File: config.mk
export PLATFORM = sky130hd
export DESIGN_NAME = stream_to_bus_deser
export DESIGN_NICKNAME = d
export VERILOG_FILES = /design/src/rtl/stream_to_bus_deser_pkg.sv /design/src/rtl/mod_k_counter.sv /design/src/rtl/stream_to_bus_deser.sv
export SDC_FILE = /design/constraint.sdc
export NUM_CORES = 1
export LEC_CHECK = 0
export ABC_AREA = 1
export ABC_CLOCK_PERIOD_IN_PS = 1900
export BUFFER_PORTS_ARGS = -buffer_cell sky130_fd_sc_hd__buf_2
export CAP_MARGIN = 20
export CORE_UTILIZATION = 50
export DETAILED_ROUTE_END_ITERATION = 6
export GPL_TIMING_DRIVEN = 0
export PLACE_DENSITY = 0.87
export SLEW_MARGIN = 20
export SYNTH_ARGS = -nofsm -noshare
export SYNTH_HDL_FRONTEND = slang
export SYNTH_SLANG_ARGS = --single-unit
File: constraint.sdc
create_clock -name clk -period 1.9 [get_ports clk]
set_input_delay 0.19 -clock clk [delete_from_list [all_inputs] [get_ports clk]]
set_output_delay 0.19 -clock clk [all_outputs]
set_load 0.05 [all_outputs]
File: src/rtl/stream_to_bus_deser_pkg.sv
// Shared types for the stream-to-bus deserializer.
// Holds the FSM state encoding and the slot-index width rule.
package stream_to_bus_deser_pkg;

    typedef enum logic {
        FILL = 1'b0,
        FULL = 1'b1
    } deser_state_t;

    // Matches the Mux_k_to_1 select width so slot can drive its sel directly
    function automatic int unsigned slot_bits(input int unsigned k);
        return (k > 1) ? $clog2(k) : 1;
    endfunction

endpackage

File: src/rtl/mod_k_counter.sv
// Modulo-K slot counter: counts 0..K-1 and wraps explicitly from K-1 to 0.
// wrap is high while the count sits on its last value.
module mod_k_counter
    import stream_to_bus_deser_pkg::*;
#(
    parameter  int unsigned K   = 4,
    localparam int unsigned BIT = slot_bits(K)
) (
    input  logic           clk,
    input  logic           rst,
    input  logic           clr,
    input  logic           inc,
    output logic [BIT-1:0] count,
    output logic           wrap
);

    assign wrap = (count == BIT'(K - 1));

    always_ff @(posedge clk) begin
        if (rst || clr) begin
            count <= '0;
        end else if (inc) begin
            count <= wrap ? '0 : count + BIT'(1);
        end
    end

endmodule

File: src/rtl/stream_to_bus_deser.sv
// Packs K sequential SIZE-bit stream words into one flat K*SIZE bus.
// Segment i of out_bus holds the i-th word received in the frame.
module stream_to_bus_deser
    import stream_to_bus_deser_pkg::*;
#(
    parameter  int unsigned K    = 4,
    parameter  int unsigned SIZE = 16,
    localparam int unsigned BIT  = slot_bits(K)
) (
    input  logic              clk,
    input  logic              rst,
    input  logic              clear,
    input  logic [SIZE-1:0]   in_data,
    input  logic              in_valid,
    output logic              in_ready,
    output logic [K*SIZE-1:0] out_bus,
    output logic              out_valid,
    input  logic              out_ready,
    output logic [BIT-1:0]    slot
);

    deser_state_t state;
    logic         acc;
    logic         drn;
    logic         wrap;
    logic         cnt_inc;
    int unsigned  base;

    assign in_ready = (state == FILL) || out_ready;
    assign acc      = in_valid && in_ready;
    assign drn      = out_valid && out_ready;
    // clear discards the word presented alongside it, so it must not advance slot
    assign cnt_inc  = acc && !clear;

    always_comb begin
        base = int'(slot) * SIZE;
    end

    mod_k_counter #(.K(K)) u_slot (
        .clk   (clk),
        .rst   (rst),
        .clr   (clear),
        .inc   (cnt_inc),
        .count (slot),
        .wrap  (wrap)
    );

    always_ff @(posedge clk) begin
        if (rst) begin
            state     <= FILL;
            out_valid <= 1'b0;
            out_bus   <= '0;
        end else if (clear) begin
            state     <= FILL;
            out_valid <= 1'b0;
        end else begin
            case (state)
                FILL: begin
                    if (acc) begin
                        out_bus[base +: SIZE] <= in_data;
                        if (wrap) begin
                            state     <= FULL;
                            out_valid <= 1'b1;
                        end
                    end
                end
                FULL: begin
                    // Accept in FULL implies drain; the word opens the next frame
                    if (drn) begin
                        if (acc) begin
                            out_bus[base +: SIZE] <= in_data;
                            state     <= wrap ? FULL : FILL;
                            out_valid <= wrap;
                        end else begin
                            state     <= FILL;
                            out_valid <= 1'b0;
                        end
                    end
                end
                default: begin
                    state     <= FILL;
                    out_valid <= 1'b0;
                end
            endcase
        end
    end

endmodule

# --- Word level (Yosys, flattened, before mapping) ---
# Index checks and enable logic that the tools add are counted.
word_totals:
  ram_bits: 0
  inputBits: 21
  memories: 0
  word_cells: 37
  register_bits: 68
  out_inout_bits: 68
  mem_bits_ro: 0
  latchBits: 0
op_classes:
  magnitude_cmp: 0
  n_eq_ne: 4
  reduce_logical: 9
  shift: 2
  n_mul: 0
  addsub: 2
  div: 0
  n_bitwise: 2
  mux: 14
ops:
  columns: ["operator", "n"]
  rows:
  - ["$mux W64", 2]
  - ["$pmux W64 S2", 1]
  - ["$bwmux W64", 1]
  - ["$shift A16 B34 Y64 const A", 1]
  - ["$shiftx A16 B34 Y64", 1]
  - ["$neg A6 Y34", 1]
  - ["$mux W1", 7]
  - ["$ne A2 B1 Y1 const B", 2]
  - ["$pmux W1 S2", 2]
  - ["$logic_and A1 B1 Y1", 3]
  - ["$reduce_and A3 Y1", 1]
  - ["$add A2 B1 Y2 const B", 1]
  - ["$eq A2 B2 Y1 const B", 1]
  - ["$logic_or A1 B1 Y1", 2]
  - ["$mux W2", 1]
  - ["$ne A2 B2 Y1 const B", 1]
  - ["$not A1 Y1", 2]
  - ["$reduce_and A2 Y1", 1]
  - ["$reduce_or A2 Y1", 1]
  - ["$logic_not A1 Y1", 1]

# --- Logic depth before layout (Yosys ltp) ---
logic_depth:
  depth_word: 6
  depth_mapped: 10
  mapped_depth_nobuf: 8

# --- Hierarchy ---
# Synthesis repeated with hierarchy kept, for this count alone.
unflattened:
  hier_cells: 543
  hier_area_um2: 3342.0
by_module_without_submodules:
  columns: ["mod", "instances", "cells_per_inst", "area_per_inst_um2", "seq_area_each_um2"]
  rows:
  - ["stream_to_bus_deser", 1, 529, 3244.4, 1321.3]
  - ["mod_k_counter", 1, 14, 97.6, 40.0]

# --- Worst setup path before layout ---
# OpenSTA, ideal clock, no wires.
synth_path:
  path_type: "register -> register"
  from: "register u_slot.count[0]"
  to: "register out_bus[10]"
  arrival_ns: 1.956
  setup_slack_ns: -0.120
  setup_ns: 0.064
  stages_incl_launch_ff: 10
  period_less_slack_ns: 2.020
  required_ns: 1.836
  path_cell_list: "dfxtp_1 -> buf_2 -> inv_2 -> ha_1 -> nor2_2 -> nand2_1 -> buf_2 -> nor2_1 -> nor2_1 -> nor2_1"
synth_via:
  elab_chain_cells: 6
synth_rtl:
  columns: ["element", "line_no", "text"]
  rows:
  - ["start: declaration", "mod_k_counter.sv:13", "output logic [BIT-1:0] count,"]
  - ["start signal: assignment", "mod_k_counter.sv:23", "count <= wrap ? '0 : count + BIT'(1);"]
  - ["$neg A6 Y34 (*)", "stream_to_bus_deser.sv:60, stream_to_bus_deser.sv:71", null]
  - ["$shiftx A16 B34 Y64 / $shift A16 B34 Y64 (equally long branches)", "stream_to_bus_deser.sv:60, stream_to_bus_deser.sv:71", null]
  - ["$bwmux W64 (*)", "stream_to_bus_deser.sv:60, stream_to_bus_deser.sv:71", null]
  - ["$mux W64 (*)", "stream_to_bus_deser.sv:59, stream_to_bus_deser.sv:70", null]
  - ["$mux W64", "stream_to_bus_deser.sv:69", "if (drn) begin"]
  - ["$pmux W64 S2 (*)", "stream_to_bus_deser.sv:57", "case (state)"]
  - ["end signal: indexed assignment", "stream_to_bus_deser.sv:60", "out_bus[base +: SIZE] <= in_data;"]
  - ["end signal: indexed assignment", "stream_to_bus_deser.sv:71", "out_bus[base +: SIZE] <= in_data;"]
  - ["end: declaration", "stream_to_bus_deser.sv:16", "output logic [K*SIZE-1:0] out_bus,"]
# Every way passes the cells marked *; elsewhere a longest branch is shown, timed or not. The select of a mux whose other input is x is not followed.
# A chain may end at the register's enable or synchronous reset.

# --- Final worst setup path ---
layout_path:
  from: "register u_slot.count[0]"
  to: "register out_bus[57]"
# Same word-level chain as after synthesis.

==> flow_metrics.py <==
metrics = {
    "logic_synthesis": {
        "nets_in_the_synthesized_netlist": 532,
        "synthesis.yosys.warnings": 0,
        "seq_area_frac_synth_pct": 41.2,
        "mean_area_per_synthesized_cell_um2": 6.52,
        "yosys.cell_types.count": 19,
        "synth.ff_latch_count": 68,
        "synth_cells": 506,
        "synth.cell_area_um2": 3300,
    },
    "pwr": {
        "pwr_density_cell_nw_per_um2": 817,
        "power_leakage_nw": 2.09,
        "finalPower_mw": 3.33,
        "vdd_ir_drop_max_mv": 0.538,
    },
    "grt": {
        "antenna_violations_before_repair": 0,
        "wire_length_of_the_first_global_routing_pass_um": 14100,
        "grt_remaining_overflow": 0,
        "first_global_vias": 3118,
        "total_global_routing_track_utilization_pct": 25.9,
        "grt_max_degree": 12,
    },
    "clock_network": {
        "level_count_of_the_clock_h_tree": 3,
        "cts.repair_timing.setup_buffer_count": 0,
        "tritoncts": "built",
        "clock_sink_count": 68,
        "clk-insertion-delay-late_ns": 0.35,
        "cts_inserted_buffers": 9,
        "clk_path_buf_depth": 2,
        "clockRootBuffer": "sky130_fd_sc_hd__clkbuf_8",
        "worst_setup_hold_path_clk_slew_ns": 0.08,
    },
    "setup_path": {
        "critical_path.cell_chain": "inv_2 > ha_4 > buf_2 > inv_1 > nand2_2 > buf_2 > nor2_1 > nand2_1 > a21oi_1",
        "timing.critical_path.fanout_max": 10,
        "path_buf_inv": 4,
        "r2r_cells": 9,
        "path_class": "reg2reg",
        "worst_path_most_repeated_cell": "sky130_fd_sc_hd__buf_2",
        "start_kind": "flop",
        "path_delay_family": "buffers and inverters",
        "worst_r2r_startpoint": "u_slot.count[0]$_SDFFE_PP0P_",
        "setup_crit_end_kind": "flop",
        "critical_path.max_stage_delay_ns": 0.45,
        "critical_path_arrival_ns": 2.05,
        "r2r_setup_slack_ns": 0.14,
        "rr_endpoint": "out_bus[57]$_SDFFE_PP0P_",
        "required_ns": 2.18,
        "cp_max_stage_cell": "sky130_fd_sc_hd__dfxtp_2",
    },
    "timing": {
        "timing.setup.tns_ns": 0,
        "slew_viol_final": 0,
        "period_minus_slack_ns": 1.76,
        "final_hold_viol_count": 0,
        "hold_slack_ns": 0.119,
        "grt_setup_unrepaired": "false",
        "finalCritPeriodShare_pct": 92.9,
        "final.setup_skew_ns": 0.00795,
        "max_slew_margin_pct": 72.5,
        "setup-violations-final": 0,
        "fmax_mhz": 567,
        "tightestPinTransition_ns": 0.412,
    },
    "cells_and_area": {
        "layout-area-overhead-vs-synth_pct": 23.6,
        "filler_cell_count": 565,
        "nets": 629,
        "ff_latch_area_um2": 1360,
        "antennaDiodeCount": 0,
        "multiInputGateArea_um2": 1570,
        "fraction_of_layout_instances_using_a_drive_strength_above_1_pct": 23.7,
    },
    "route": {
        "drt_iter0_markers": 175,
        "first_pass_iteration_count_of_the_detailed_router": 5,
        "route.detailed.vias_per_inst": 4.90,
        "vias": 3358,
        "detail-route-antenna-nets": 0,
        "route.detailed.drc": 0,
        "route.detailed.wl_per_inst_um": 12.6,
        "routed_wirelength_um": 8660,
    },
    "hold_path": {
        "hold_depth": 2,
        "hold_path_class": "in2reg",
        "min-delay-start": "rst",
        "hold_path_end": "out_bus[51]$_SDFFE_PP0P_",
    },
    "floorplan": {
        "start_util_pct": 52.0,
        "die-height_um": 83.3,
        "boundaryPins": 89,
        "rows": 29,
        "die_area_um2": 6930,
        "std_cell_core_area_um2": 6350,
        "die_x_um": 83.3,
    },
    "placed_design": {
        "dpl.hpwl_um": 6510,
        "gp_congestion": 0.927,
        "io_buffers": 87,
    },
    "job": {
        "maxCapViolations": 0,
    },
    "outcome": {
        "outcome": "finished clean",
    },
}
-- worst max-delay path by stage --
stage | start | end | slack [ns] | cells after the start
final | u_slot.count[0]$_SDFFE_PP0P_ | out_bus[57]$_SDFFE_PP0P_ | 0.14 | 9
after global routing | u_slot.count[0]$_SDFFE_PP0P_ | out_bus[57]$_SDFFE_PP0P_ | 0.01 | 9
after CTS | u_slot.count[0]$_SDFFE_PP0P_ | out_bus[7]$_SDFFE_PP0P_ | 0.03 | 9
after detailed placement | u_slot.count[0]$_SDFFE_PP0P_ | out_bus[13]$_SDFFE_PP0P_ | 0.05 | 9
after global placement | u_slot.count[0]$_SDFFE_PP0P_ | out_bus[5]$_SDFFE_PP0P_ | 0.11 | 9
after floorplan | u_slot.count[1]$_SDFFE_PP0P_ | out_bus[10]$_SDFFE_PP0P_ | 0.05 | 8
-- placed cells by master, fill, tap and decap left out, types with 2 or more instances in the layout --
master	count
sky130_fd_sc_hd__clkbuf_4	2
sky130_fd_sc_hd__clkbuf_1	3
sky130_fd_sc_hd__buf_4	3
sky130_fd_sc_hd__nand2_2	2
sky130_fd_sc_hd__nor2_1	140
sky130_fd_sc_hd__nand3_1	46
sky130_fd_sc_hd__nand2_1	123
sky130_fd_sc_hd__clkbuf_8	11
sky130_fd_sc_hd__buf_6	7
sky130_fd_sc_hd__dfxtp_1	67
sky130_fd_sc_hd__buf_2	99
sky130_fd_sc_hd__ha_1	4
sky130_fd_sc_hd__o21ai_0	3
sky130_fd_sc_hd__nor2_4	3
sky130_fd_sc_hd__inv_2	2
sky130_fd_sc_hd__bufinv_16	2
sky130_fd_sc_hd__nor3_1	5
sky130_fd_sc_hd__inv_1	53
sky130_fd_sc_hd__nand3_2	7
sky130_fd_sc_hd__nor2_2	3
sky130_fd_sc_hd__a21oi_1	19
-- synth_stat cells --
cell type	count	area, um2
sky130_fd_sc_hd__nor2_4	2	22.5
sky130_fd_sc_hd__a21oi_1	19	95.1
sky130_fd_sc_hd__nand3_2	7	70.1
sky130_fd_sc_hd__nand2_2	2	12.5
sky130_fd_sc_hd__nand2_1	123	462
sky130_fd_sc_hd__nor3b_1	1	7.51
sky130_fd_sc_hd__clkbuf_1	1	3.75
sky130_fd_sc_hd__o21ai_0	3	15.0
sky130_fd_sc_hd__nor2_1	140	526
sky130_fd_sc_hd__nand3_1	46	230
sky130_fd_sc_hd__inv_2	2	7.51
sky130_fd_sc_hd__buf_2	15	75.1
sky130_fd_sc_hd__inv_1	53	199
sky130_fd_sc_hd__buf_4	3	22.5
sky130_fd_sc_hd__ha_1	5	62.6
sky130_fd_sc_hd__nor2_2	4	25.0
sky130_fd_sc_hd__buf_6	7	78.8
sky130_fd_sc_hd__dfxtp_1	68	1360
sky130_fd_sc_hd__nor3_1	5	25.0
-- routing by layer --
metal,vias up,global-route usage [%],part of all wire (%)
li1,1723,-,-
met1,1482,31.8,43
met2,134,41.1,47
met3,19,5.86,7.8
met4,0,16.0,2.6
met5,-,0,0
-- kinds of logic (layout without fill, tap and decap cells) --
logic type,count (synthesis),in the layout,share of synthesized area [%]
buffers and inverters,81,183,11.7
AND/OR/NAND/NOR,330,330,41.8
AO/OA/AOI/OAI,22,22,3.34
adder cells (fa/ha/maj),5,5,1.90
flip-flops,68,68,41.2
-- power breakdown --
part,total [mW],switching [mW],internal (mW)
Combinational,0.475,0.344,0.131
Clock,1.37,0.558,0.815
Sequential,1.48,0.0228,1.46
Total,3.33,0.926,2.41
-- registers in the layout, summed over array words and instances (netlist names) --
register / count
state: 1
out_valid: 1
u_slot.count: 2
out_bus: 64
-- metrics by stage --
step	instance area [um2]	setup WS, ns	cells	util, %
after floorplan	3300	0.0453	506	-
after global placement	3830	0.108	670	60.4
after detailed placement	3830	0.0489	670	60.4
after CTS	4060	0.0272	686	64.0
after global routing	4080	0.0135	685	64.2
final	4080	0.135	685	64.2
-- repair_timing --
item,CTS,global route
hold buffers,0,0
resized for setup,0,4
endpoints found under the setup margin,0,39
-- area by class of cell --
class	instances	area share [%]
inverter	55	5.06
clock inverter	3	1.69
buffer	25	4.42
timing repair buffer	87	10.7
clock buffer	13	3.90
sequential	68	33.4
multi-input combinational	357	38.5
tap	77	2.36
(Power assumes the default switching activity.)
